<file path="src/rtl/i2s_sched_pkg.sv">
// i2s_sched_pkg: shared state encoding and default sizes for the I2S stereo frame scheduler.
package i2s_sched_pkg;
  localparam int DEF_DATA_WIDTH = 32;
  localparam int DEF_FRAME_DIV  = 256;
  localparam int DEF_CNT_WIDTH  = 16;
  typedef enum logic [2:0] {IDLE, GRAB_L, GRAB_R, SEND_L, SEND_R} state_e;
endpackage

</file>
<file path="src/rtl/i2s_frame_tick.sv">
// i2s_frame_tick: enable-gated reload counter emitting one tick every FRAME_DIV cycles.
module i2s_frame_tick
  import i2s_sched_pkg::*;
#(
  parameter int FRAME_DIV = DEF_FRAME_DIV
) (
  input  logic clk_i,
  input  logic rst_ni,
  input  logic enable_i,
  output logic tick_o
);
  localparam logic [15:0] RELOAD = 16'(FRAME_DIV - 1);
  logic [15:0] cnt_q, cnt_d;
  assign tick_o = enable_i && cnt_q == '0;
  // Held at reload while disabled so a re-enable always waits a full frame period.
  always_comb cnt_d = (!enable_i || tick_o) ? RELOAD : cnt_q - 16'd1;
  always_ff @(posedge clk_i or negedge rst_ni)
    if (!rst_ni) cnt_q <= RELOAD;
    else cnt_q <= cnt_d;
endmodule

</file>
<file path="src/rtl/i2s_tx_stereo_sched.sv">
// i2s_tx_stereo_sched: merges left/right mono streams into a tick-paced L/R word stream
// with underrun substitution and late-frame detection.
module i2s_tx_stereo_sched
  import i2s_sched_pkg::*;
#(
  parameter int DATA_WIDTH       = DEF_DATA_WIDTH,
  parameter int FRAME_DIV        = DEF_FRAME_DIV,
  parameter int HOLD_ON_UNDERRUN = 0,
  parameter int CNT_WIDTH        = DEF_CNT_WIDTH
) (
  input  logic                  s00_axis_aclk,
  input  logic                  s00_axis_aresetn,
  input  logic                  enable,
  input  logic [DATA_WIDTH-1:0] s_l_tdata,
  input  logic                  s_l_tvalid,
  output logic                  s_l_tready,
  input  logic [DATA_WIDTH-1:0] s_r_tdata,
  input  logic                  s_r_tvalid,
  output logic                  s_r_tready,
  output logic [DATA_WIDTH-1:0] m_axis_tdata,
  output logic                  m_axis_tvalid,
  output logic                  m_axis_tlast,
  input  logic                  m_axis_tready,
  input  logic                  clr_status,
  output logic [CNT_WIDTH-1:0]  underrun_cnt,
  output logic                  late_frame
);
  state_e                state_q, state_d;
  logic [DATA_WIDTH-1:0] l_q, l_d, r_q, r_d;
  logic [CNT_WIDTH-1:0]  cnt_q, cnt_d;
  logic                  late_q, late_d;
  logic                  tick, underrun;
  i2s_frame_tick #(.FRAME_DIV(FRAME_DIV)) u_tick (
    .clk_i   (s00_axis_aclk),
    .rst_ni  (s00_axis_aresetn),
    .enable_i(enable),
    .tick_o  (tick)
  );
  assign s_l_tready    = state_q == GRAB_L;
  assign s_r_tready    = state_q == GRAB_R;
  assign m_axis_tvalid = state_q == SEND_L || state_q == SEND_R;
  assign m_axis_tlast  = state_q == SEND_R;
  assign m_axis_tdata  = state_q == SEND_L ? l_q : state_q == SEND_R ? r_q : '0;
  assign underrun_cnt  = cnt_q;
  assign late_frame    = late_q;
  assign underrun      = (s_l_tready && !s_l_tvalid) || (s_r_tready && !s_r_tvalid);
  always_comb begin
    state_d = state_q;
    unique case (state_q)
      IDLE:    state_d = tick ? GRAB_L : IDLE;
      GRAB_L:  state_d = GRAB_R;
      GRAB_R:  state_d = SEND_L;
      SEND_L:  state_d = m_axis_tready ? SEND_R : SEND_L;
      SEND_R:  state_d = m_axis_tready ? IDLE : SEND_R;
      default: state_d = IDLE;
    endcase
  end
  // An underrun either zeroes the slot or keeps the previous good sample.
  always_comb begin
    l_d = l_q;
    r_d = r_q;
    if (s_l_tready) l_d = s_l_tvalid ? s_l_tdata : (HOLD_ON_UNDERRUN != 0 ? l_q : '0);
    if (s_r_tready) r_d = s_r_tvalid ? s_r_tdata : (HOLD_ON_UNDERRUN != 0 ? r_q : '0);
  end
  always_comb begin
    cnt_d  = clr_status ? '0 : (underrun && cnt_q != '1) ? cnt_q + CNT_WIDTH'(1) : cnt_q;
    late_d = clr_status ? 1'b0 : late_q || (tick && state_q != IDLE);
  end
  always_ff @(posedge s00_axis_aclk or negedge s00_axis_aresetn)
    if (!s00_axis_aresetn) begin
      state_q <= IDLE;
      l_q     <= '0;
      r_q     <= '0;
      cnt_q   <= '0;
      late_q  <= 1'b0;
    end else begin
      state_q <= state_d;
      l_q     <= l_d;
      r_q     <= r_d;
      cnt_q   <= cnt_d;
      late_q  <= late_d;
    end
endmodule
</file>
<file path="config.mk">
export PLATFORM = sky130hd
export DESIGN_NAME = i2s_tx_stereo_sched
export DESIGN_NICKNAME = d
export VERILOG_FILES = /design/src/rtl/i2s_sched_pkg.sv /design/src/rtl/i2s_frame_tick.sv /design/src/rtl/i2s_tx_stereo_sched.sv
export SDC_FILE = /design/constraint.sdc
export NUM_CORES = 1
export LEC_CHECK = 0
export BUFFER_PORTS_ARGS = -buffer_cell sky130_fd_sc_hd__buf_2
export CAP_MARGIN = 20
export CORE_MARGIN = 2
export CORE_UTILIZATION = 49
export DETAILED_ROUTE_END_ITERATION = 6
export GPL_TIMING_DRIVEN = 1
export HOLD_SLACK_MARGIN = 0.15
export PLACE_DENSITY = 0.75
export SETUP_SLACK_MARGIN = 0.15
export SLEW_MARGIN = 30
export SYNTH_ARGS = -nofsm -noshare
export SYNTH_HDL_FRONTEND = slang
export SYNTH_SLANG_ARGS = --single-unit
</file>
<file path="constraint.sdc">
create_clock -name s00_axis_aclk -period 2.5 [get_ports s00_axis_aclk]
set_input_delay 0.5 -clock s00_axis_aclk [delete_from_list [all_inputs] [get_ports s00_axis_aclk]]
set_output_delay 0.5 -clock s00_axis_aclk [all_outputs]
set_load 0.05 [all_outputs]
</file>
* Yosys cells after proc, flatten, opt, wreduce, memory -nomap -nowiden
Cells that the tools add are included. W data, S select, Z words.
Storage, ports and cells: bits in registers 100, word-level logic and storage cells 41, output and inout port bits 53, input port bits 71
Cells by class: add/sub/neg operators 2, muxes and demuxes 12, reduce and logical (&&, ||, !) cells 16, eq/ne operators 5
Operators by type and width (number):
- $mux W32 | 4
- $mux W16 | 3
- $add A16 B1 Y16 const B | 1
- $logic_not A16 Y1 | 1
- $ne A16 B16 Y1 const B | 1
- $sub A16 B1 Y16 const B | 1
- $pmux W3 S5 | 1
- $eq A3 B2 Y1 const B | 2
- $mux W3 | 2
- $logic_and A1 B1 Y1 | 5
- $logic_or A1 B1 Y1 | 4
- $eq A3 B1 Y1 const B | 1
- $eq A3 B3 Y1 const B | 1
- $logic_not A1 Y1 | 3
- $logic_not A3 Y1 | 1
- $reduce_bool A3 Y1 | 1
- $mux W1 | 2
- $reduce_bool A2 Y1 | 1

* Longest topological paths before layout
Gate-level depths: netlist of run 1.
word-level depth 6, gate-level depth with buffers 7, depth with buffers taken out 6

* Hierarchy
A second synthesis of run 1 with hierarchy kept.
Second synthesis, totals: cell total of the unflattened synthesis 516, area total of the unflattened synthesis 4804.6 sq um
Modules (own cells, without submodules):
- i2s_tx_stereo_sched | sequential area each 2102.0 sq um, times used 1, cells each 441, area an instance 4006.3 sq um
- i2s_frame_tick | sequential area each 410.4 sq um, times used 1, cells each 75, area an instance 798.3 sq um

* Worst setup path before layout of run 1
OpenSTA, ideal clock, no wires.
path type flip-flop to output port, start register state_q[0], end output port m_axis_tdata[22], path slack -0.157 ns, data required time 2.000 ns, stages on the path, launching flop included 7, path buffers 3, data arrival time 2.157 ns, path through dfrtp_1 > clkbuf_2 > nor2_1 > and2_1 > clkbuf_1 > clkbuf_1 > a22o_1
Between the ends: longest elaborated chain between the ends 3, elaborated cells between the ends (all ways) 4, those cells by class eq/ne: 2; mux: 2
RTL lines:
- start, declared | RTL line i2s_tx_stereo_sched.sv:28 | state_e state_q, state_d;
- start signal, assigned | RTL line i2s_tx_stereo_sched.sv:77 | state_q <= state_d;
- $eq A3 B3 Y1
- named net m_axis_tlast | RTL line i2s_tx_stereo_sched.sv:22 | output logic m_axis_tlast,
- $mux W32 (2 in a row) | RTL line i2s_tx_stereo_sched.sv:43 | assign m_axis_tdata = state_q == SEND_L ? l_q : state_q == SEND_R ? r_q : '0;
- end, declared | RTL line i2s_tx_stereo_sched.sv:20 | output logic [DATA_WIDTH-1:0] m_axis_tdata,
The timed path passes the listed nets, and every way through them passes these cells.

* Worst setup path in the final report of run 1
start register state_q[2], end output port s_r_tready
Between the ends: longest elaborated chain between the ends 1
RTL lines:
- $eq A3 B2 Y1 | RTL line i2s_tx_stereo_sched.sv:40 | assign s_r_tready = state_q == GRAB_R;
- end, declared | RTL line i2s_tx_stereo_sched.sv:19 | output logic s_r_tready,
No other way between the ends.

==> results of run 1 <==
[metal layers]
layer	up-vias	wire [µm]	track usage, %
met5	-	0	0
met2	119	5470	34.3
met3	15	742	5.35
met4	0	168	7.05
met1	1965	5450	30.4
li1	2056	-	-
[synthesized netlist by cell type, types with 6 or more instances]
cell / number / area [µm²]
xnor2_1: 6 / 52.6
clkbuf_1: 34 / 128
dfstp_2: 8 / 210
dfrtp_1: 92 / 2300
a21oi_1: 12 / 60.1
a22o_1: 32 / 280
inv_1: 6 / 22.5
o21ai_0: 67 / 335
nor4_1: 6 / 37.5
nand3_1: 7 / 35.0
nor2b_1: 10 / 62.6
nand2_1: 149 / 559
mux2_2: 10 / 113
nor3_1: 9 / 45.0
nor2_1: 23 / 86.3
[registers in the layout, summed over array words and instances (netlist names)]
| register | cells |
|---|---|
| l_q | 32 |
| r_q | 32 |
| u_tick.cnt_q | 16 |
| underrun_cnt | 16 |
| state_q | 3 |
| late_frame | 1 |
[worst min-delay path: stages]
cell and delay, ns:
buf_2 0.09, nand2_1 0.05, o21ai_0 0.06
[power by group through the flow]
stage	sequential, mW	combinational, mW	clock [mW]
CTS	2.40	2.04	1.22
global placement	2.40	1.96	0
global route	2.47	2.28	1.28
detailed placement	2.42	2.00	0
finish	2.40	2.08	1.19
floorplan	2.34	1.53	0
[path summary, 6_finish.rpt]
path,slack (ns),cells past startpoint,start,end
worst max-delay path,0.23,3,state_q[2],s_r_tready
worst min-delay path,0.37,3,s_r_tdata[10],r_q[10]
worst max register to register,0.33,4,state_q[2],underrun_cnt[10]
worst min register to register,0.47,1,u_tick.cnt_q[0],u_tick.cnt_q[0]
max in group asynchronous,1.12,3,s00_axis_aresetn,u_tick.cnt_q[5]
min in group asynchronous,0.66,2,s00_axis_aresetn,underrun_cnt[13]
[cells by family (layout without fill, tap and decap cells)]
family          Yosys count  count (layout)  share of synthesized area (%)
buf+inv                  44             157                           3.63
xor+xnor                  9               9                           1.62
compound gates          127             127                           16.5
simple gates            240             240                           23.3
flops                   100             100                           51.7
mux                      12              12                           2.73
fa+ha+maj                 2               2                          0.515
[cells in the final DEF (no fill, tap or decap), types with 9 or more instances in the layout]
cell        n
dfrtp_1    90
nor2b_1    10
buf_4      22
clkbuf_8   10
clkbuf_4   19
a21oi_1    12
mux2_2     10
nand2_1   149
a22o_1     32
o21ai_0    67
nor2_1     22
nor3_1      9
buf_2      89
[what timing repair did]
item                                   CTS  global route
setup endpoints to repair               33            44
resized for setup                       16            23
pin swaps                                0             0
endpoints found under the hold margin   33             0
hold buffers                             1             0
gates cloned                             0             1
[final cells by class]
type | instances | share of cell area (%)
Clock inverter | 6 | 1.57
Timing Repair Buffer | 135 | 14.2
Clock buffer | 10 | 2.30
Multi-Input combinational cell | 390 | 36.7
Inverter | 6 | 0.377
Sequential cell | 100 | 42.1
Tap cell | 133 | 2.79
==> metrics.yaml, run 1 <==
clock_tree:
  clock_latency_ns: 0.36
  clk_path_buf_depth: 2
  htree_num_levels: 3
  cts_tree: "done"
  cts.sinks: 100
  post_cts_buffers: 0
  cts-root-buf: "clkbuf_8"
  cts_buffers: 9
  path_clk_slew_ns: 0.10
setup_path:
  path_delay_family: "simple AND/OR/NAND/NOR gates"
  critPathLaunchType: "flip-flop"
  max_stage_delay_ns: 0.53
  critPathKind: "flip-flop to output pin"
  crit_path_end_kind: "output pin"
  required_ns: 2.00
  cp_cell_sequence: "or3b_2 -> inv_1 -> buf_2"
  crit_arrival_ns: 1.77
  crit_buf_inv: 2
  cp_max_fo: 9
  critical-path-slowest-cell: "or3b_2"
power_and_ir_drop:
  switching_share_pct: 40.8
  power_density_mw_per_mm2: 950
  p_switching_mw: 2.32
  clockPowerShare_pct: 21.0
  peakVddDrop_v: 0.000458
  p_leak_nw: 2.82
  p_total_mw: 5.67
  combPwrFrac_pct: 36.7
  p_int_mw: 3.36
  power_frac_seq_pct: 42.3
layout:
  drive_gt1_share_pct: 28.6
  n_fill_cell: 869
  seq_area_mm2: 0.00251
  final_cell_area_mm2: 0.00597
  post-route-util_pct: 61.7
  multi_input_area_mm2: 0.00219
  nNetsFinal: 715
  n_antenna_cell: 0
  final_cell_count_no_fill: 780
  area_growth_pct: 22.9
timing:
  setup_tns_ns: 0
  hold_violations: 0
  min_period_ns: 2.27
  setup_slack_ns: 0.230
  relSlewSlack_pct: 50.1
  slew_violations: 0
  setup_viol: 0
  finClkSkew_ns: 0.0105
  rsz0062_at_grt: "true"
  fmaxAchievable_mhz: 441
  worst_pin_slew_ns: 0.746
  holdWs_ns: 0.371
  period_share_pct: 90.8
drt:
  vias: 4155
  route.detailed.drc: 0
  drt_iter0_drc: 144
  first_pass_iters: 4
  routedWlPerCell_um: 15.2
  wl_um: 11800
  drtAntennaViolNets: 0
  viasPerCell: 5.33
synth:
  syn_inst: 534
  avgSynthCellArea_um2: 9.11
  syn-num-nets: 607
  synth_flop_cell: "dfrtp_1"
  yosys_warnings: 0
  syn-cell-area_mm2: 0.00486
  ys_ff_latch: 100
  seq_area_frac_synth_pct: 51.7
  async_reset_ff_share_pct: 100
  synth_edf_count: 0
  synth_cell_types: 44
floorplan:
  dieArea_mm2: 0.0107
  io_pins: 124
  die_h_um: 104
  rows: 36
  core_area_mm2: 0.00968
  die_w_um: 104
  start_util_pct: 50.2
global_routing:
  grt_max_degree: 65
  grt_pass1_wl_um: 19400
  grt_usage_pct: 22.0
  overflow: 0
  first_global_vias: 3972
  antenna_found_initial: 0
placed_design:
  place_ws_ns: 0.224
  io_buffers: 123
  dp.cells: 762
  dp_hpwl_um: 7640
  place.gp.congestion: 0.863
  place_area_mm2: 0.00561
job:
  maxCapViolations: 0
run_status:
  outcome: "completed"
min_path:
  hold_path.class: "primary input to flip-flop"
No activity file was read; power rests on OpenSTA's default activity.
==> run 2, diff against run 1 <==
- CORE_UTILIZATION: 49 -> 40
- PLACE_DENSITY: 0.75 -> 0.63
==> run 2 against run 1 <==
Worst setup slack got worse by 0.041 ns. Maximum frequency decreased by 1.8%. Critical path depth increased by 1. Sequential power about the same. Clock-buffer cell count increased by 4. Cell count increased by 2.6%. Sequential share of layout area decreased by 0.82 points. Clock power increased by 24%. Largest power group unchanged.
==> metrics.yaml, run 2 (synthesis gave the netlist of run 1 again) <==
clock_tree:
  cts_buffers: 9  # unchanged
  path_clk_slew_ns: 0.06  # -0.04 ns
  clk_path_buf_depth: 2  # unchanged
  cts_tree: "done"
  clock_latency_ns: 0.34  # -0.02 ns
  hold_buffers: 0  # -1
  htree_num_levels: 3  # unchanged
  cts-root-buf: "clkbuf_16"
  cts.sinks: 100  # unchanged
timing:
  slew_violations: 0  # unchanged
  worst_pin_slew_ns: 0.609  # -0.136 ns
  min_period_ns: 2.31  # +0.0410 ns
  setup_tns_ns: 0  # unchanged
  rsz0062_at_grt: "false"
  period_share_pct: 92.4  # +1.6 points
  finClkSkew_ns: 0.00558  # -0.00488 ns
  setup_viol: 0  # unchanged
  holdWs_ns: 0.164  # -0.207 ns
  setup_slack_ns: 0.189  # -0.0410 ns
  relSlewSlack_pct: 59.4  # +9.3 points
  fmaxAchievable_mhz: 433  # -1.8%
  hold_violations: 0  # unchanged
drt:
  viasPerCell: 5.21  # -2.2%
  vias: 4169  # +0.34%
  wl_um: 12400  # +4.5%
  first_pass_iters: 4  # unchanged
  drt_iter0_drc: 183  # +27%
  drtAntennaViolNets: 0  # unchanged
  route.detailed.drc: 0  # unchanged
  routedWlPerCell_um: 15.4  # +1.9%
power_and_ir_drop:
  power_density_mw_per_mm2: 986  # +3.8%
  p_leak_nw: 2.89  # +2.4%
  peakVddDrop_v: 0.000527  # +15%
setup_path:
  crit_path_end_kind: "output pin"
  critPathLaunchType: "flip-flop"
  cp_cell_sequence: "and2_2 -> buf_12 -> or2_2 -> buf_2"
  critical-path-slowest-cell: "dfrtp_1"
  critPathLaunch: "state_q[2]"
  critPathKind: "flip-flop to output pin"
  crit_arrival_ns: 1.81  # +0.04 ns
  r2r-start: "state_q[0]"
  reg2reg_depth: 6  # +2
  cp_max_fo: 18  # +9
  max_stage_delay_ns: 0.52  # about the same
  required_ns: 2.00  # about the same
placed_design:
  place_ws_ns: 0.139  # -0.0854 ns
  place.gp.congestion: 0.791  # -8.3%
  dp_hpwl_um: 8020  # +5.0%
  io_buffers: 123  # unchanged
  place_area_mm2: 0.00563  # +0.31%
floorplan:
  rows: 40  # +11%
  die_w_um: 114  # +10%
  start_util_pct: 40.6  # -9.6 points
  die_h_um: 114  # +10%
  dieArea_mm2: 0.0131  # +22%
  core_area_mm2: 0.0120  # +24%
  io_pins: 124  # unchanged
global_routing:
  grt_max_degree: 65  # unchanged
  first_global_vias: 4052  # +2.0%
  grt_pass1_wl_um: 20200  # +4.1%
  grt_usage_pct: 19.5  # -2.5 points
  overflow: 0  # unchanged
  antenna_found_initial: 0  # unchanged
layout:
  area_growth_pct: 25.3
  n_antenna_cell: 0  # unchanged
  final_cell_area_mm2: 0.00609  # +2.0%
  mostFrequentLayoutCells: "nand2_1 (149), buf_2 (92), dfrtp_1 (90), o21ai_0 (67), buf_4 (34)"
  layout_commonest_cell: "nand2_1"
  nNetsFinal: 721  # +0.84%
  reg_top3: "l_q (32), r_q (32)"
  post-route-util_pct: 50.9  # -11 points
  drive_gt1_share_pct: 28.5  # -0.11 points
run_status:
  outcome: "completed"
min_path:
  hold_path.class: "primary input to asynchronous set/reset pin"
job:
  maxCapViolations: 0  # unchanged
==> run 2: cell count changes in the layout (fill, tap and decap cells not counted), sizes merged <==
cell         delta
clkbuf          -4
clkinv          -1
dlygate4sd3     -1
clkinvlp        -1
inv             -2
buf            +15
==> run 2: final timing paths <==
check / endpoint / slack (ns)
max in group asynchronous: u_tick.cnt_q[0] / 1.58
setup reg to reg: underrun_cnt[10] / 0.26
hold reg to reg: u_tick.cnt_q[0] / 0.46
min in group s00_axis_aclk: l_q[31] / 0.40
hold / removal: u_tick.cnt_q[14] / 0.16
setup / recovery: m_axis_tvalid / 0.19
==> run 2: routing by layer <==
metal  global-route usage [%]  part of all wire [%]  up-vias
li1                         -                     -     2060
met1                     26.4                    47     1977
met2                     30.4                    45      121
met3                     5.13                   6.9       11
met4                     6.42                   1.2        0
met5                        0                     0        -
==> run 2: area by class of cell <==
type	instances	area, µm²
inverters	6	22.5
fillers	1122	5870
multi-input cells	390	2180
repair buffers	141	881
clock inverters	2	60.1
clock buffers	14	254
flip-flops and latches	100	2510
well taps	147	184
==> run 2: timing repair <==
item / 4_1_cts / 5_1_grt
buffers inserted: 0 / 6
cloned: 0 / 1
endpoints found under the setup margin: 29 / 33
endpoints found under the hold margin: 0 / 0
pin swaps: 0 / 1
resized for setup: 22 / 12
==> run 2: report_power, final <==
part	switching [mW]	internal (mW)
clock network	0.574	0.907
registers	0.293	2.10
logic	1.44	0.687
==> run 2: critical path, delay by kind of cell (launching register included) <==
| family | cells | cell delay [ns] |
|---|---|---|
| buf+inv | 2 | 0.38 |
| flops | 1 | 0.52 |
| simple gates | 2 | 0.57 |
==> run 2: metrics by stage <==
stage               power (mW)  instances
finish                    6.01        800
global route              6.41        800
CTS                       5.99        792
detailed placement        4.44        776
global placement          4.38        776
floorplan                 3.87        534
==> run 3, diff against run 2 <==
- CORE_MARGIN: 2 -> 10
- CTS_BUF_LIST: not set -> sky130_fd_sc_hd__clkbuf_4
==> run 3 against run 2 <==
Critical path depth is 1 higher. Worst setup slack got worse by 0.029 ns. Non-clock buffer count grew 9. Worst hold slack better by 0.073 ns. Clock skew up 0.017 ns. Largest cell class unchanged. Register-to-register slack about the same. Via count increased by 2.5%. Clock power shrank 40%. Maximum frequency decreased by 1.2%. Sequential power about the same. Total power is 3.0% lower.
==> metrics.yaml, run 3 (synthesis gave the netlist of run 1 again) <==
drt:
  drt_iter0_drc: 257  # +40%
  vias: 4272  # +2.5%
  routedWlPerCell_um: 17.6  # +14%
  first_pass_iters: 5  # +1
  viasPerCell: 5.28  # +1.3%
  drtAntennaViolNets: 0  # unchanged
  route.detailed.drc: 0  # unchanged
  wl_um: 14200  # +15%
global_routing:
  grt_max_degree: 68  # +4.6%
  first_global_vias: 4378  # +8.0%
  overflow: 0  # unchanged
  antenna_found_initial: 0  # unchanged
  grt_pass1_wl_um: 22500  # +12%
  grt_usage_pct: 16.6  # -2.9 points
job:
  maxCapViolations: 0  # unchanged
layout:
  area_growth_pct: 28.5
  drive_gt1_share_pct: 30.8  # +2.3 points
  reg_top3: "l_q (32), r_q (32)"
  n_fill_cell: 1111  # -0.98%
  layout_commonest_cell: "nand2_1"
  n_antenna_cell: 0  # unchanged
  nNetsFinal: 730  # +1.2%
  multi_input_area_mm2: 0.00222  # +2.2%
  seq_area_mm2: 0.00252  # about the same
  post-route-util_pct: 52.2  # +1.3 points
  mostFrequentLayoutCells: "nand2_1 (148), dfrtp_1 (89), buf_2 (87), o21ai_0 (67), buf_6 (34)"
timing:
  rsz0062_at_grt: "true"
  setup_slack_ns: 0.160  # -0.0290 ns
  hold_violations: 0  # unchanged
  period_share_pct: 93.6  # +1.2 points
  worst_pin_slew_ns: 0.595  # -0.0144 ns
  min_period_ns: 2.34  # +0.0290 ns
  fmaxAchievable_mhz: 427  # -1.2%
  setup_viol: 0  # unchanged
  setup_tns_ns: 0  # unchanged
  finClkSkew_ns: 0.0228  # +0.0172 ns
  relSlewSlack_pct: 60.3  # +0.96 points
  slew_violations: 0  # unchanged
clock_tree:
  path_clk_slew_ns: 0.17  # +0.11 ns
  htree_num_levels: 3  # unchanged
  cts.sinks: 100  # unchanged
  clk_path_buf_depth: 2  # unchanged
  cts-root-buf: "clkbuf_4"
  cts_tree: "done"
  cts_buffers: 9  # unchanged
  clock_latency_ns: 0.48  # +0.14 ns
min_path:
  hold_start: "s_l_tdata[20]"
  whs_endpoint: "l_q[20]"
  hold_path.class: "primary input to flip-flop"
  hold_depth: 3
setup_path:
  r2r-start: "state_q[1]"
  max_stage_delay_ns: 0.47  # -0.05 ns
  critPathLaunchType: "flip-flop"
  reg2reg_depth: 7  # +1
  critical-path-slowest-cell: "dfrtp_2"
  crit_top_cell: "buf_4"
  cp_cell_sequence: "buf_4 -> nor2_4 -> clkbuf_16 -> a22o_1 -> buf_4"
  rrSetupSlack_ns: 0.26  # about the same
  crit_arrival_ns: 1.84  # +0.03 ns
  critPathKind: "flip-flop to output pin"
  crit_path_end_kind: "output pin"
  cp_max_fo: 17  # -1
  required_ns: 2.00  # about the same
  reg2reg_to: "underrun_cnt[10]"
floorplan:
  die_h_um: 130  # +14%
  die_w_um: 130  # +14%
  core_area_mm2: 0.0120  # unchanged
  start_util_pct: 40.6  # unchanged
  rows: 40  # unchanged
  io_pins: 124  # unchanged
  dieArea_mm2: 0.0170  # +30%
power_and_ir_drop:
  peakVddDrop_v: 0.000477  # -9.4%
  power_density_mw_per_mm2: 932  # -5.4%
  p_leak_nw: 2.93  # +1.5%
placed_design:
  place_ws_ns: 0.354  # +0.215 ns
  io_buffers: 123  # unchanged
  dp_hpwl_um: 8840  # +10%
  place.gp.congestion: 0.811  # +2.5%
run_status:
  outcome: "completed"
-- run 3: per-stage QoR --
step	std cells	instance area (µm²)	hold slack, ns	total power [mW]
after floorplan	534	4860	0.204	3.87
after global placement	776	5640	0.445	4.41
after detailed placement	776	5640	0.450	4.48
after CTS	804	6050	0.208	5.64
after global routing	809	6250	0.214	6.20
final	809	6250	0.237	5.82
-- run 3: final cells by class --
cell class | instances | area share, %
Tap cell | 147 | 2.94
Timing Repair Buffer | 150 | 18.5
Sequential cell | 100 | 40.3
Multi-Input combinational cell | 390 | 35.6
Inverter | 6 | 0.361
Clock buffer | 10 | 1.20
Clock inverter | 6 | 1.04
-- run 3: timing repair --
item                                    4_1_cts  5_1_grt
gates resized for setup                      57       30
hold buffers                                  1        0
cloned                                        1        3
pin swaps                                     0        4
hold endpoints to repair                     33        0
endpoints found under the setup margin       36       42
buffers inserted                             10        2
-- run 3: worst max-delay path by stage --
stage,start,endpoint,slack (ns),cells after the start
6_report,state_q[2],m_axis_tdata[9],0.16,5
5_1_grt,state_q[0],m_axis_tdata[9],0.08,6
4_1_cts,state_q[2],m_axis_tdata[23],0.12,5
3_5_place_dp,s_l_tvalid,underrun_cnt[11],0.35,5
3_3_place_gp,s_l_tvalid,underrun_cnt[10],0.40,5
2_1_floorplan,state_q[0],m_axis_tdata[22],0.16,6
-- run 3: worst max-delay path, delay by kind of cell (launching register included) --
kind / cells / cell delay [ns]
buffers and inverters: 3 / 0.56
AND/OR/NAND/NOR: 1 / 0.17
flip-flops: 1 / 0.47
AO/OA/AOI/OAI: 1 / 0.16
-- run 3: power breakdown --
group	internal [mW]	leakage (nW)	switching [mW]	total [mW]
registers	2.09	1.30	0.272	2.37
logic	0.963	1.56	1.60	2.57
clock network	0.317	0.0763	0.573	0.890
total	3.37	2.93	2.45	5.82
-- run 3: per-layer routing --
| layer | up-vias | part of all wire, % | GRT usage, % |
|---|---|---|---|
| li1 | 2081 | - | - |
| met3 | 14 | 8.6 | 6.25 |
| met2 | 137 | 46 | 24.7 |
| met4 | 0 | 1.1 | 6.68 |
| met5 | - | 0 | 0 |
| met1 | 2040 | 45 | 21.2 |
